[src/rtl/alu_share_ctrl.sv]
// -----------------------------------------------------------------------------
// alu_share_ctrl
//
// Shares one combinational 4-bit ALU slice between two requesters. Each accepted
// 8-bit request runs as one ALU pass (narrow) or as two chained passes (wide:
// low nibble, then high nibble). The result and flags are then held on a
// backpressured response channel.
//
// Ports
//   clk, rst                 rising-edge clock, asynchronous active-high reset
//   req_valid[1:0]           per-requester request valid (held until accepted)
//   req_ready[1:0]           accept strobe for the arbitration winner (IDLE only)
//   req_op0/1[2:0]           ALU opcode per requester
//   req_wide[1:0]            per-requester 8-bit mode request
//   req_a0/b0/a1/b1[7:0]     operands per requester
//   rsp_valid / rsp_ready    response handshake
//   rsp_id                   requester index of the response
//   rsp_result[7:0]          result (upper nibble 0 for narrow ops)
//   rsp_carry/zero/overflow  result flags
//   alu_select/in_c/in_x/in_y  drive to the ALU slice (0 outside LO/HI)
//   alu_out_s/out_c/zero/overflow  ALU results, same cycle
// -----------------------------------------------------------------------------
module alu_share_ctrl (
    input  logic       clk,
    input  logic       rst,
    input  logic [1:0] req_valid,
    output logic [1:0] req_ready,
    input  logic [2:0] req_op0,
    input  logic [2:0] req_op1,
    input  logic [1:0] req_wide,
    input  logic [7:0] req_a0,
    input  logic [7:0] req_b0,
    input  logic [7:0] req_a1,
    input  logic [7:0] req_b1,
    output logic       rsp_valid,
    input  logic       rsp_ready,
    output logic       rsp_id,
    output logic [7:0] rsp_result,
    output logic       rsp_carry,
    output logic       rsp_zero,
    output logic       rsp_overflow,
    output logic [2:0] alu_select,
    output logic       alu_in_c,
    output logic [3:0] alu_in_x,
    output logic [3:0] alu_in_y,
    input  logic [3:0] alu_out_s,
    input  logic       alu_out_c,
    input  logic       alu_zero,
    input  logic       alu_overflow
);

    typedef enum logic [1:0] {
        ST_IDLE = 2'd0,
        ST_LO   = 2'd1,
        ST_HI   = 2'd2,
        ST_RESP = 2'd3
    } state_t;

    localparam logic [2:0] OP_ADD       = 3'b000;
    localparam logic [2:0] OP_SUB       = 3'b001;
    localparam logic [2:0] OP_LAST_WIDE = 3'b101;

    // Compare ops (110/111) produce a single-bit answer, so they never chain.
    function automatic logic wide_eff(input logic [2:0] op, input logic wide);
        return wide & (op <= OP_LAST_WIDE);
    endfunction

    state_t      state_q, state_d;
    logic        last_grant_q, last_grant_d;
    logic [2:0]  op_q, op_d;
    logic        wide_q, wide_d;
    logic [7:0]  a_q, a_d;
    logic [7:0]  b_q, b_d;
    logic        id_q, id_d;
    logic [7:0]  res_q, res_d;
    logic        carry_q, carry_d;
    logic        zero_q, zero_d;
    logic        ovf_q, ovf_d;

    logic        grant_any_s;
    logic        grant_idx_s;
    logic        is_addsub_s;

    // Round-robin winner: on contention the requester not served last wins.
    always_comb begin
        grant_any_s = req_valid[0] | req_valid[1];
        if (req_valid == 2'b11) begin
            grant_idx_s = ~last_grant_q;
        end else if (req_valid[1]) begin
            grant_idx_s = 1'b1;
        end else begin
            grant_idx_s = 1'b0;
        end
    end

    assign is_addsub_s = (op_q == OP_ADD) || (op_q == OP_SUB);

    // Next-state, operand latching, ALU drive and accept strobe.
    always_comb begin
        state_d      = state_q;
        last_grant_d = last_grant_q;
        op_d         = op_q;
        wide_d       = wide_q;
        a_d          = a_q;
        b_d          = b_q;
        id_d         = id_q;
        res_d        = res_q;
        carry_d      = carry_q;
        zero_d       = zero_q;
        ovf_d        = ovf_q;
        req_ready    = 2'b00;
        alu_select   = 3'b000;
        alu_in_c     = 1'b0;
        alu_in_x     = 4'h0;
        alu_in_y     = 4'h0;

        case (state_q)
            ST_IDLE: begin
                // Gate with rst so the strobe is quiet while reset is held.
                if (grant_any_s && !rst) begin
                    req_ready = grant_idx_s ? 2'b10 : 2'b01;
                    id_d      = grant_idx_s;
                    op_d      = grant_idx_s ? req_op1 : req_op0;
                    wide_d    = grant_idx_s ? wide_eff(req_op1, req_wide[1])
                                            : wide_eff(req_op0, req_wide[0]);
                    a_d       = grant_idx_s ? req_a1 : req_a0;
                    b_d       = grant_idx_s ? req_b1 : req_b0;
                    state_d   = ST_LO;
                end else begin
                    state_d   = ST_IDLE;
                end
            end

            ST_LO: begin
                alu_in_x = a_q[3:0];
                if (wide_q && (op_q == OP_ADD)) begin
                    alu_select = OP_ADD;
                    alu_in_c   = 1'b0;
                    alu_in_y   = b_q[3:0];
                end else if (wide_q && (op_q == OP_SUB)) begin
                    // Wide subtract is A + ~B + 1 through the adder so the
                    // carry can chain into the high pass.
                    alu_select = OP_ADD;
                    alu_in_c   = 1'b1;
                    alu_in_y   = ~b_q[3:0];
                end else if (wide_q) begin
                    alu_select = op_q;
                    alu_in_c   = 1'b0;
                    alu_in_y   = b_q[3:0];
                end else begin
                    alu_select = op_q;
                    alu_in_c   = (op_q == OP_SUB);
                    alu_in_y   = b_q[3:0];
                end
                res_d   = {4'h0, alu_out_s};
                carry_d = alu_out_c;
                zero_d  = alu_zero;
                ovf_d   = alu_overflow;
                state_d = wide_q ? ST_HI : ST_RESP;
            end

            ST_HI: begin
                alu_in_x = a_q[7:4];
                alu_in_y = (op_q == OP_SUB) ? ~b_q[7:4] : b_q[7:4];
                if (is_addsub_s) begin
                    alu_select = OP_ADD;
                    alu_in_c   = carry_q;
                end else begin
                    alu_select = op_q;
                    alu_in_c   = 1'b0;
                end
                res_d   = {alu_out_s, res_q[3:0]};
                carry_d = alu_out_c;
                ovf_d   = alu_overflow;
                zero_d  = zero_q & alu_zero;
                state_d = ST_RESP;
            end

            ST_RESP: begin
                if (rsp_ready) begin
                    last_grant_d = id_q;
                    state_d      = ST_IDLE;
                end else begin
                    state_d      = ST_RESP;
                end
            end

            default: begin
                state_d = ST_IDLE;
            end
        endcase
    end

    // State and datapath registers.
    always_ff @(posedge clk or posedge rst) begin
        if (rst) begin
            state_q      <= ST_IDLE;
            last_grant_q <= 1'b1;
            op_q         <= 3'b000;
            wide_q       <= 1'b0;
            a_q          <= 8'h00;
            b_q          <= 8'h00;
            id_q         <= 1'b0;
            res_q        <= 8'h00;
            carry_q      <= 1'b0;
            zero_q       <= 1'b0;
            ovf_q        <= 1'b0;
        end else begin
            state_q      <= state_d;
            last_grant_q <= last_grant_d;
            op_q         <= op_d;
            wide_q       <= wide_d;
            a_q          <= a_d;
            b_q          <= b_d;
            id_q         <= id_d;
            res_q        <= res_d;
            carry_q      <= carry_d;
            zero_q       <= zero_d;
            ovf_q        <= ovf_d;
        end
    end

    assign rsp_valid    = (state_q == ST_RESP);
    assign rsp_id       = id_q;
    assign rsp_result   = res_q;
    assign rsp_carry    = carry_q;
    assign rsp_zero     = zero_q;
    assign rsp_overflow = ovf_q;

endmodule

[config.mk]
export PLATFORM = sky130hd
export DESIGN_NAME = alu_share_ctrl
export DESIGN_NICKNAME = d
export VERILOG_FILES = /design/src/rtl/alu_share_ctrl.sv
export SDC_FILE = /design/constraint.sdc
export NUM_CORES = 1
export LEC_CHECK = 0
export ABC_AREA = 1
export BUFFER_PORTS_ARGS = -buffer_cell sky130_fd_sc_hd__buf_2
export CORE_MARGIN = 3
export CORE_UTILIZATION = 43
export DETAILED_ROUTE_END_ITERATION = 10
export PLACE_DENSITY = 0.76
export SYNTH_ARGS = -nofsm -noshare
export SYNTH_HDL_FRONTEND = slang
export SYNTH_SLANG_ARGS = --single-unit
[constraint.sdc]
create_clock -name clk -period 2.95 [get_ports clk]
set_input_delay 0.7375 -clock clk [delete_from_list [all_inputs] [get_ports clk]]
set_output_delay 0.7375 -clock clk [all_outputs]
set_load 0.02 [all_outputs]
# Word-level counts from Yosys, hierarchy flattened

Index checks and enable logic that the tools add are counted.
W data, S select, Z words.

Register bits after elaboration: 35
Input bits: 52
Output and inout bits: 27
Word-level logic and storage cells: 68

Magnitude comparators: 2
Eq/ne operators: 5
Mux-type cells: 29
Bitwise logic cells: 8
Reductions and logical operators: 12

Operators by type and width:

| operator             | count |
|---|---|
| $mux W8              | 2 |
| $pmux W4 S2          | 2 |
| $pmux W8 S2          | 1 |
| $mux W3              | 4 |
| $mux W4              | 3 |
| $mux W1              | 9 |
| $mux W2              | 4 |
| $not A4 Y4           | 2 |
| $pmux W2 S4          | 1 |
| $eq A2 B2 Y1 const B | 3 |
| $le A3 B3 Y1 const B | 2 |
| $pmux W3 S2          | 1 |
| $reduce_and A2 Y1    | 3 |
| $pmux W1 S2          | 2 |
| $and A1 B1 Y1        | 3 |
| $eq A3 B1 Y1 const B | 1 |
| $logic_and A1 B1 Y1  | 3 |
| $logic_not A3 Y1     | 1 |
| $eq A2 B1 Y1 const B | 1 |
| $logic_not A2 Y1     | 1 |
| $not A1 Y1           | 2 |
| $reduce_bool A2 Y1   | 1 |
| $reduce_or A2 Y1     | 1 |
| $logic_not A1 Y1     | 1 |
| other kinds (2)      | 2 |

# Logic depth before layout (Yosys ltp)

Gate-level depths: netlist (run 1).

Word-level depth: 5
Depth in mapped cells: 7
Gate-level depth less buffers: 7

# Least setup slack after synthesis (run 1)

No wires, ideal clock.

Path kind: input -> output
Start point: in rst
End point: out req_ready[0]
Arrival: 2.242 ns
Required time: 2.213 ns
Slack: -0.029 ns
Stages on the path: 4
Path buffers: 1
Cells stage by stage: clkinv_1 -> o211ai_4 -> nor2_4 -> buf_6

Longest elaborated chain between the ends: 4

RTL lines:

| item                              | line | source |
|---|---|---|
| start, declared                   | 25   | `input logic rst,` |
| $logic_not A1 Y1 (no source line) | --   |  |
| $logic_and A1 B1 Y1               | 120  | `if (grant_any_s && !rst) begin` |
| $mux W2                           | 120  |  |
| $mux W2                           | 117  | `case (state_q)` |
| end, declared                     | 27   | `output logic [1:0] req_ready,` |

Every way passes these cells.

# Final worst setup path (run 1)

Start point: reg state_q[1]
End point: out alu_select[0]

Longest elaborated chain between the ends: 2
Elaborated cells on any way between the ends: 3
Classes of those cells: eq/ne (2); mux (1)

RTL lines:

| item                                                | line | source |
|---|---|---|
| start, declared                                     | 68   | `state_t state_q, state_d;` |
| start signal, assigned                              | 209  | `state_q <= state_d;` |
| $eq A2 B2 Y1 / $eq A2 B1 Y1 (equally long branches) | 117  |  |
| $pmux W3 S2 (*)                                     | 117  |  |
| end, declared                                       | 42   | `output logic [2:0] alu_select,` |

Mark *: on every way between the ends. The rest lies on a longest branch, timed or not.

==> summary.txt, run 1 <==
Yosys
  – Yosys cell types: 24
  – Top-area cell type share of the netlist area: 44.4%
  – Yosys warns: 0
  – Synth cell count leaders: nand2_1, dfrtp_1, nand3_1
  – Synth top area cells: dfrtp_1, nand2_1, nand3_1
  – Post-synth top area cell: dfrtp_1
  – Flops & latches, synth: 35
  – Seq/Total Area, Yosys: 45.7%
  – Post-synth EDFFs: 0
  – Mapped Area: 1920 um2
  – Avg Cell Area, Syn: 8.09 um2
  – Post-synth net total: 293
  – Main synth FF type: dfrtp_1
  – Fraction of registers with async set/reset: 100%
  – Post-Syn Instances: 237
  – Most used standard cell by instance count after synthesis: nand2_1

Critical path
  – Reg-to-reg endpoint: a_q[5]$_DFFE_PP0P_
  – Worst Reg-to-Reg Cells: 6
  – Crit path launch type: flop
  – Slowest CP cell: dfrtp_1
  – Crit path top cell by count: inv_1
  – CP Max Fanout: 6
  – Worst Path Buf+Inv: 3
  – Setup Crit Path Kind: flop to primary output
  – Critical Path Max Stage Delay: 400 ps
  – R2r startpoint: state_q[0]$_DFF_PP0_
  – Crit path cell chain: inv_1 -> ha_1 -> nand2_1 -> inv_1 -> nor2_1 -> a211oi_2 -> buf_2
  – CP endpoint kind: primary output
  – CP Data Required Time: 2210 ps
  – Worst EP arrival: 2000 ps
  – Worst R2R Setup Slack: 1260 ps
  – Top delay family on crit path: buffers and inverters

Min path
  – WHS Path Cells: 2
  – Hold EP: rsp_overflow$_DFFE_PP0P_
  – Hold Path Class: flop to flop
  – Min-Delay Startpoint: rsp_overflow$_DFFE_PP0P_

Clock tree
  – Clk Latency, worst-skew pair: 290 ps
  – Cts hold-fix bufs: 0
  – Total setup buffers inserted after CTS: 0
  – CTS Buffer Depth: 2
  – Post-CTS sizing: 0
  – TritonCTS clock tree: done
  – Total CTS buffers: 5
  – H-tree depth: 2
  – Clock slew at reported path FFs: 60 ps
  – Clock root cell: clkbuf_8
  – CTS sink cnt: 35

Finish
  – P&R area growth vs syn: 25.6%
  – Fillers: 413
  – Register Area: 877 um2
  – Ant diodes: 0
  – Nets@finish: 375
  – Layout cells sized above 1: 33.4%
  – Area taken by multi-input logic gates: 872 um2
  – Final Util: 58.1%

Run
  – # Max-Cap Violations: 0

STA
  – Relative slew slack: 64.1%
  – FMAX: 0.365 GHz
  – Final worst-path cycle share: 92.8%
  – Slew @ Worst Pin: 537 ps
  – Final worst slack: 212 ps
  – Slew Viols, Final: 0
  – Fin. Hold Viols: 0
  – RSZ-0062 raised after global routing: false
  – Hold Slack: 476 ps
  – Final setup fails: 0
  – Setup TNS: 0 ps
  – Crit path time final: 2740 ps
  – Worst clock skew: 5.38 ps

Placement
  – PortBufs: 78
  – Post-DP HPWL: 3.59 mm
  – Pre-CTS WS: 402 ps
  – GP Congestion: 0.814

Route
  – Drt first pass iters: 4
  – Final ANT Viol Nets: 0
  – Vias per cell: 4.98
  – Vias post-DR: 1,843
  – Drt wl/cell: 12.6 um
  – Routed WL: 4.66 mm
  – Initial DRC Count: 73
  – DRC viols: 0

Die
  – Die Wd: 72.8 um
  – Die Height: 72.8 um
  – Die ar.: 5300 um2
  – Core Footprint: 4140 um2
  – Ports: 79
  – FP Rows: 23
  – Initial Util: 46.3%

Global routing
  – Vias in the first global route: 1,812
  – Total gr overflow: 0
  – Initial antenna violation count: 0
  – All-Layer GR Usage: 19.3%
  – Global-route wire length before repair: 7.86 mm
  – Largest net degree at the start of global routing: 36

Pwr
  – Pleak: 1.35 nW
  – Final Power: 2.36 mW
  – PD cells: 981 nW/um2
  – Worst VDD drop: 0.334 mV

Status
  – Status: completed
-- how the worst max path moves through the flow --
stage                              start       endpoint  slack, ps  cells past startpoint
floorplan                            rst   req_ready[0]        530                      4
global placement                     rst   req_ready[0]        450                      5
detailed placement                   rst   req_ready[0]        400                      5
CTS                 state_q[1]$_DFF_PP0_  alu_select[0]        200                      7
global route        state_q[0]$_DFF_PP0_  alu_select[0]         10                      7
finish              state_q[1]$_DFF_PP0_  alu_select[0]        210                      7
-- stage by stage --
stage	instance area, um2	instances
6_report	2410	370
5_1_grt	2410	370
4_1_cts	2410	370
3_5_place_dp	2330	362
3_3_place_gp	2330	362
2_1_floorplan	1920	237
-- layer usage --
metal / vias up / global-route usage (%) / wire length [um] / share of wire (%)
met5: - / 0 / 0 / 0
met4: 0 / 6.97 / 85 / 1.8
met3: 8 / 6.20 / 410 / 8.8
met2: 75 / 33.2 / 2180 / 47
met1: 837 / 22.5 / 1990 / 43
li1: 923 / - / - / -
-- cell families after synthesis --
group | synth area share, %
DFF | 45.7
adders and majority gates | 2.61
buffers and inverters | 8.81
and+or+nand+nor | 32.3
AOI/OAI and AO/OA | 10.1
xor gates and xnor gates | 0.457
-- placed cells by master (no fill, tap or decap), drive strengths merged --
cell type	netlist	final
nand2	91	91
buf	6	81
dfrtp	34	34
nand3	32	32
inv	25	25
o21ai	13	13
nor2	9	9
a21oi	7	7
clkbuf	0	7
a22o	4	4
ha	4	4
nand4	3	3
clkinv	2	3
a21boi	2	2
o211ai	1	1
xnor2	1	1
a211oi	1	1
a31oi	1	1
dfstp	1	1
-- area by class of cell --
type / instances / area share (%)
clock buffers: 7 / 3.17
clock inverters: 1 / 0.208
inverters: 27 / 4.26
multi-input cells: 169 / 36.2
flip-flops and latches: 35 / 36.4
well taps: 50 / 2.60
repair buffers: 81 / 17.1
-- registers in the layout, summed over array words and instances, names as in the netlist --
name and count:
rsp_carry 1, rsp_zero 1, rsp_overflow 1, rsp_id 1
a_q 8, state_q 2, op_q 3, wide_q 1
rsp_result 8, last_grant_q 1, b_q 8
-- tightest hold or removal path: cells and delay by family, from the launching register on --
family / cells / cell delay (ps)
DFF: 1 / 350
and+or+nand+nor: 2 / 100
-- power by group --
group	total (mW)	switching [mW]	internal [mW]	leakage (nW)
registers	0.868	0.156	0.711	0.437
logic	1.17	0.759	0.407	0.869
clock network	0.330	0.164	0.165	0.0422
total	2.36	1.08	1.28	1.35
Power figures use the tool's default switching activity.
==> run 2, diff against run 1 <==
Settings changed: GPL_TIMING_DRIVEN set to 0, PLACE_DENSITY 0.76 to 0.83.
==> summary.txt, run 2 (same netlist as run 1, synthesis figures left out) <==
Global routing
  – Vias in the first global route: 1,755 (-3.1%)
  – All-Layer GR Usage: 18.9% (-0.42 points)
  – Initial antenna violation count: 0 (unchanged)
  – Total gr overflow: 0 (unchanged)
  – Global-route wire length before repair: 7.76 mm (-1.2%)
  – Largest net degree at the start of global routing: 37 (+2.8%)

Critical path
  – CP Max Fanout: 6 (unchanged)
  – R2r startpoint: state_q[1]$_DFF_PP0_
  – Crit path launch type: flop
  – Crit path from: state_q[1]$_DFF_PP0_
  – Worst R2R Setup Slack: 1380 ps (+120 ps)
  – CP Data Required Time: 2210 ps (about the same)
  – CP endpoint kind: primary output
  – Setup Crit Path Kind: flop to primary output
  – Worst EP arrival: 2020 ps (+20 ps)

Route
  – Vias per cell: 4.89 (-1.8%)
  – Drt first pass iters: 4 (unchanged)
  – Final ANT Viol Nets: 0 (unchanged)
  – Vias post-DR: 1,824 (-1.0%)
  – Drt wl/cell: 12.7 um (+0.84%)
  – Routed WL: 4.73 mm (+1.7%)
  – DRC viols: 0 (unchanged)
  – Initial DRC Count: 109 (+49%)

Finish
  – Register Area: 877 um2 (unchanged)
  – Layout cells sized above 1: 35.0% (+1.5 points)
  – Nets@finish: 378 (+0.80%)
  – P&R area growth vs syn: 29.6%
  – Commonest non-fill, non-tap cells in the layout: nand2_1, buf_2, dfrtp_1, nand3_1, inv_1
  – Ant diodes: 0 (unchanged)
  – Fillers: 389 (-5.8%)
  – Commonest non-fill, non-tap cell in the layout: nand2_1
  – Area taken by multi-input logic gates: 872 um2 (unchanged)

Die
  – Die ar.: 5300 um2 (unchanged)
  – Core Footprint: 4140 um2 (unchanged)
  – Initial Util: 46.3% (unchanged)
  – FP Rows: 23 (unchanged)
  – Die Height: 72.8 um (unchanged)
  – Die Wd: 72.8 um (unchanged)
  – Ports: 79 (unchanged)

Pwr
  – Pleak: 1.39 nW (+2.8%)
  – Final Power: 2.49 mW (+5.2%)
  – PD cells: 1000 nW/um2 (+2.0%)
  – Worst VDD drop: 0.341 mV (+2.4%)

STA
  – Worst clock skew: 3.79 ps (-1.59 ps)
  – Slew @ Worst Pin: 452 ps (-85.2 ps)
  – FMAX: 0.363 GHz (-0.57%)
  – Slew Viols, Final: 0 (unchanged)
  – Setup TNS: 0 ps (unchanged)
  – Crit path time final: 2750 ps (+15.7 ps)
  – Final setup fails: 0 (unchanged)
  – Final worst-path cycle share: 93.3% (+0.53 points)
  – Fin. Hold Viols: 0 (unchanged)
  – Relative slew slack: 69.9% (+5.8 points)
  – RSZ-0062 raised after global routing: false

Placement
  – Post-DP HPWL: 3.64 mm (+1.3%)
  – GP Congestion: 0.822 (+0.98%)
  – PortBufs: 78 (unchanged)

Clock tree
  – Clock slew at reported path FFs: 70 ps (about the same)
  – H-tree depth: 2 (unchanged)
  – Total CTS buffers: 5 (unchanged)
  – CTS sink cnt: 35 (unchanged)
  – Clk Latency, worst-skew pair: 280 ps (about the same)
  – Cts hold-fix bufs: 0 (unchanged)
  – TritonCTS clock tree: done
  – CTS Buffer Depth: 2 (unchanged)
  – Clock root cell: clkbuf_8

Min path
  – Hold Path Class: input port to async pin

Run
  – # Max-Cap Violations: 0 (unchanged)

Status
  – Status: completed
## run 2: cell types whose count changed in the layout (fill, tap and decap cells not counted), sizes merged
cell,change
buf,+3
bufinv,+1
clkbuf,-2
inv,+1
## run 2: repair_timing
action / in CTS / in global routing
buffers inserted: 0 / 0
gates resized for setup: 0 / 2
setup endpoints to repair: 0 / 3
## run 2: through the flow
stage	utilization [%]	hold slack, ps	instance area [um2]	setup WS [ps]	cells
finish	60.0	468	2490	197	373
global route	60.0	498	2490	64.6	373
CTS	60.0	475	2480	17.1	373
detailed placement	57.2	458	2370	18.5	365
global placement	57.2	451	2370	48.3	365
floorplan	-	465	1920	531	237
## run 2: where the power goes
group / leakage [nW] / switching [mW] / total, mW / internal, mW
Combinational: 0.890 / 0.770 / 1.20 / 0.427
Sequential: 0.437 / 0.156 / 0.866 / 0.711
Clock: 0.0581 / 0.172 / 0.423 / 0.251
Total: 1.39 / 1.10 / 2.49 / 1.39
## run 2: cell type report
cell class | instances | area share (%)
flip-flops and latches | 35 | 35.3
well taps | 50 | 2.52
plain buffers | 6 | 2.72
clock inverters | 3 | 1.76
clock buffers | 5 | 2.77
multi-input cells | 169 | 35.1
inverters | 27 | 4.18
repair buffers | 78 | 15.7
## run 2: path summary, 6_finish.rpt
kind,to,cells after the start
max,alu_select[0],7
min,rsp_result[4]$_DFFE_PP0P_,2
max reg2reg,rsp_zero$_DFFE_PP0P_,5
min reg2reg,rsp_overflow$_DFFE_PP0P_,2
max in group asynchronous,last_grant_q$_DFFE_PP1P_,2
min in group clk,rsp_overflow$_DFFE_PP0P_,2
## run 2: worst max-delay path, cell delays in order, from the launching register on
cell	delay, ps
dfrtp_1	420
inv_1	90
ha_1	400
nand2_1	210
inv_2	170
nor2_1	90
a211oi_2	160
buf_2	200
## run 2: per-layer routing
metal	GRT usage, %	vias up	routed length (um)
li1	-	928	-
met1	23.7	821	2090
met2	31.5	71	2210
met3	4.27	4	380
met4	7.58	0	52
met5	0	-	0
==> run 3, diff against run 2 <==
Settings changed: REMOVE_ABC_BUFFERS set to 1.
Clock period 2.95 ns to 2.3 ns, I/O delays scaled along.
==> summary.txt, run 3 (same netlist as run 1, synthesis figures left out) <==
Status
  – Status: completed

Clock tree
  – Total CTS buffers: 5 (unchanged)
  – Clk Latency, worst-skew pair: 290 ps (about the same)
  – Clock root cell: clkbuf_8
  – CTS sink cnt: 35 (unchanged)
  – Clock slew at reported path FFs: 70 ps (about the same)
  – TritonCTS clock tree: done
  – H-tree depth: 2 (unchanged)
  – CTS Buffer Depth: 2 (unchanged)

Pwr
  – Pleak: 1.40 nW (+0.89%)
  – PD cells: 1320 nW/um2 (+32%)
  – Final Power: 3.40 mW (+37%)
  – Worst VDD drop: 0.694 mV (+100%)

Critical path
  – Worst Path Buf+Inv: 4 (+1)
  – CP Max Fanout: 6 (unchanged)
  – Worst EP arrival: 1710 ps (-310 ps)
  – Crit path cell chain: inv_4 -> ha_4 -> nand2_2 -> inv_2 -> buf_4 -> a22o_1 -> buf_2
  – Critical Path Max Stage Delay: 460 ps (+40 ps)
  – CP endpoint kind: primary output
  – Setup Crit Path Kind: flop to primary output
  – Slowest CP cell: dfrtp_2
  – Crit path launch type: flop
  – CP Data Required Time: 1730 ps (-480 ps)
  – Top delay family on crit path: buffers and inverters

Die
  – Ports: 79 (unchanged)
  – Die Height: 72.8 um (unchanged)
  – Initial Util: 46.3% (unchanged)
  – Die Wd: 72.8 um (unchanged)
  – Die ar.: 5300 um2 (unchanged)
  – Core Footprint: 4140 um2 (unchanged)
  – FP Rows: 23 (unchanged)

STA
  – RSZ-0062 raised after global routing: true
  – Fin. Hold Viols: 0 (unchanged)
  – Final worst-path cycle share: 99.4%
  – Final worst slack: 14.4 ps (-182 ps)
  – Relative slew slack: 54.3% (-16 points)
  – Worst clock skew: 5.31 ps (+1.52 ps)
  – FMAX: 0.438 GHz
  – Crit path time final: 2290 ps
  – Final setup fails: 0 (unchanged)
  – Slew Viols, Final: 0 (unchanged)
  – Slew @ Worst Pin: 683 ps (+231 ps)

Global routing
  – Largest net degree at the start of global routing: 38 (+2.7%)
  – Initial antenna violation count: 0 (unchanged)
  – Global-route wire length before repair: 8.63 mm (+11%)
  – Vias in the first global route: 1,866 (+6.3%)
  – All-Layer GR Usage: 21.0% (+2.1 points)
  – Total gr overflow: 0 (unchanged)

Route
  – Drt wl/cell: 14.5 um (+14%)
  – Initial DRC Count: 113 (+3.7%)
  – Final ANT Viol Nets: 0 (unchanged)
  – Drt first pass iters: 4 (unchanged)
  – Vias post-DR: 1,895 (+3.9%)
  – Vias per cell: 5.03 (+2.8%)
  – Routed WL: 5.48 mm (+16%)
  – DRC viols: 0 (unchanged)

Finish
  – Commonest non-fill, non-tap cell in the layout: nand2_1
  – Nets@finish: 382 (+1.1%)
  – Commonest non-fill, non-tap cells in the layout: nand2_1, buf_2, dfrtp_1, nand3_1, inv_1
  – Ant diodes: 0 (unchanged)
  – P&R area growth vs syn: 33.9%
  – Layout cells sized above 1: 38.8% (+3.9 points)

Placement
  – GP Congestion: 0.879 (+7.0%)
  – Pre-CTS WS: -1390 ps (-1410 ps)
  – PortBufs: 78 (unchanged)
  – Post-DP HPWL: 3.43 mm (-5.5%)

Min path
  – Hold Path Class: input port to async pin

Run
  – # Max-Cap Violations: 0 (unchanged)
==> run 3: path summary, 6_finish.rpt <==
path                                     startpoint                   endpoint  slack (ps)  cells after the start
hold reg to reg            rsp_overflow$_DFFE_PP0P_   rsp_overflow$_DFFE_PP0P_         480                      2
setup / recovery               state_q[0]$_DFF_PP0_                alu_in_x[1]          10                      7
setup reg to reg               state_q[0]$_DFF_PP0_         a_q[0]$_DFFE_PP0P_         570                      6
hold / removal                                  rst  rsp_result[0]$_DFFE_PP0P_         240                      2
min in group clk           rsp_overflow$_DFFE_PP0P_   rsp_overflow$_DFFE_PP0P_         480                      2
max in group asynchronous                       rst   last_grant_q$_DFFE_PP1P_        1780                      2
==> run 3: power by group <==
group          switching (mW)  total (mW)  internal (mW)
logic                    1.11        1.79          0.675
clock network           0.218       0.491          0.273
registers               0.204        1.12          0.914
==> run 3: cell type report <==
type	count	area (um2)
fill	371	1580
timing repair buffer	85	463
tap	50	62.6
inverter	27	118
clock buffer	8	100
sequential	35	878
multi-input combinational	172	947
==> run 3: per-layer routing <==
| layer | vias to the layer above | track usage [%] | share of wire, % | routed length, um |
|---|---|---|---|---|
| met1 | 866 | 27.0 | 41 | 2260 |
| met4 | 0 | 5.33 | 0.86 | 47 |
| met2 | 82 | 34.7 | 48 | 2640 |
| met5 | - | 0 | 0 | 0 |
| li1 | 942 | - | - | - |
| met3 | 5 | 6.20 | 9.7 | 530 |
==> run 3: timing repair <==
action	CTS	global route
hold endpoints to repair	0	0
pin swaps	3	2
endpoints found under the setup margin	36	7
buffers inserted	4	3
resized for setup	14	11
cloned	3	0
hold buffers	0	0
==> run 3: metrics by stage <==
stage | std cells | area, um2 | util (%) | TNS, ps | hold slack [ps]
3_3_place_gp | 359 | 2300 | 55.6 | -20040 | 449
2_1_floorplan | 231 | 1850 | - | -5100 | 465
5_1_grt | 377 | 2570 | 62.0 | -120 | 263
3_5_place_dp | 359 | 2300 | 55.6 | -22280 | 470
4_1_cts | 374 | 2490 | 60.2 | 0 | 266
6_report | 377 | 2570 | 62.0 | 0 | 243
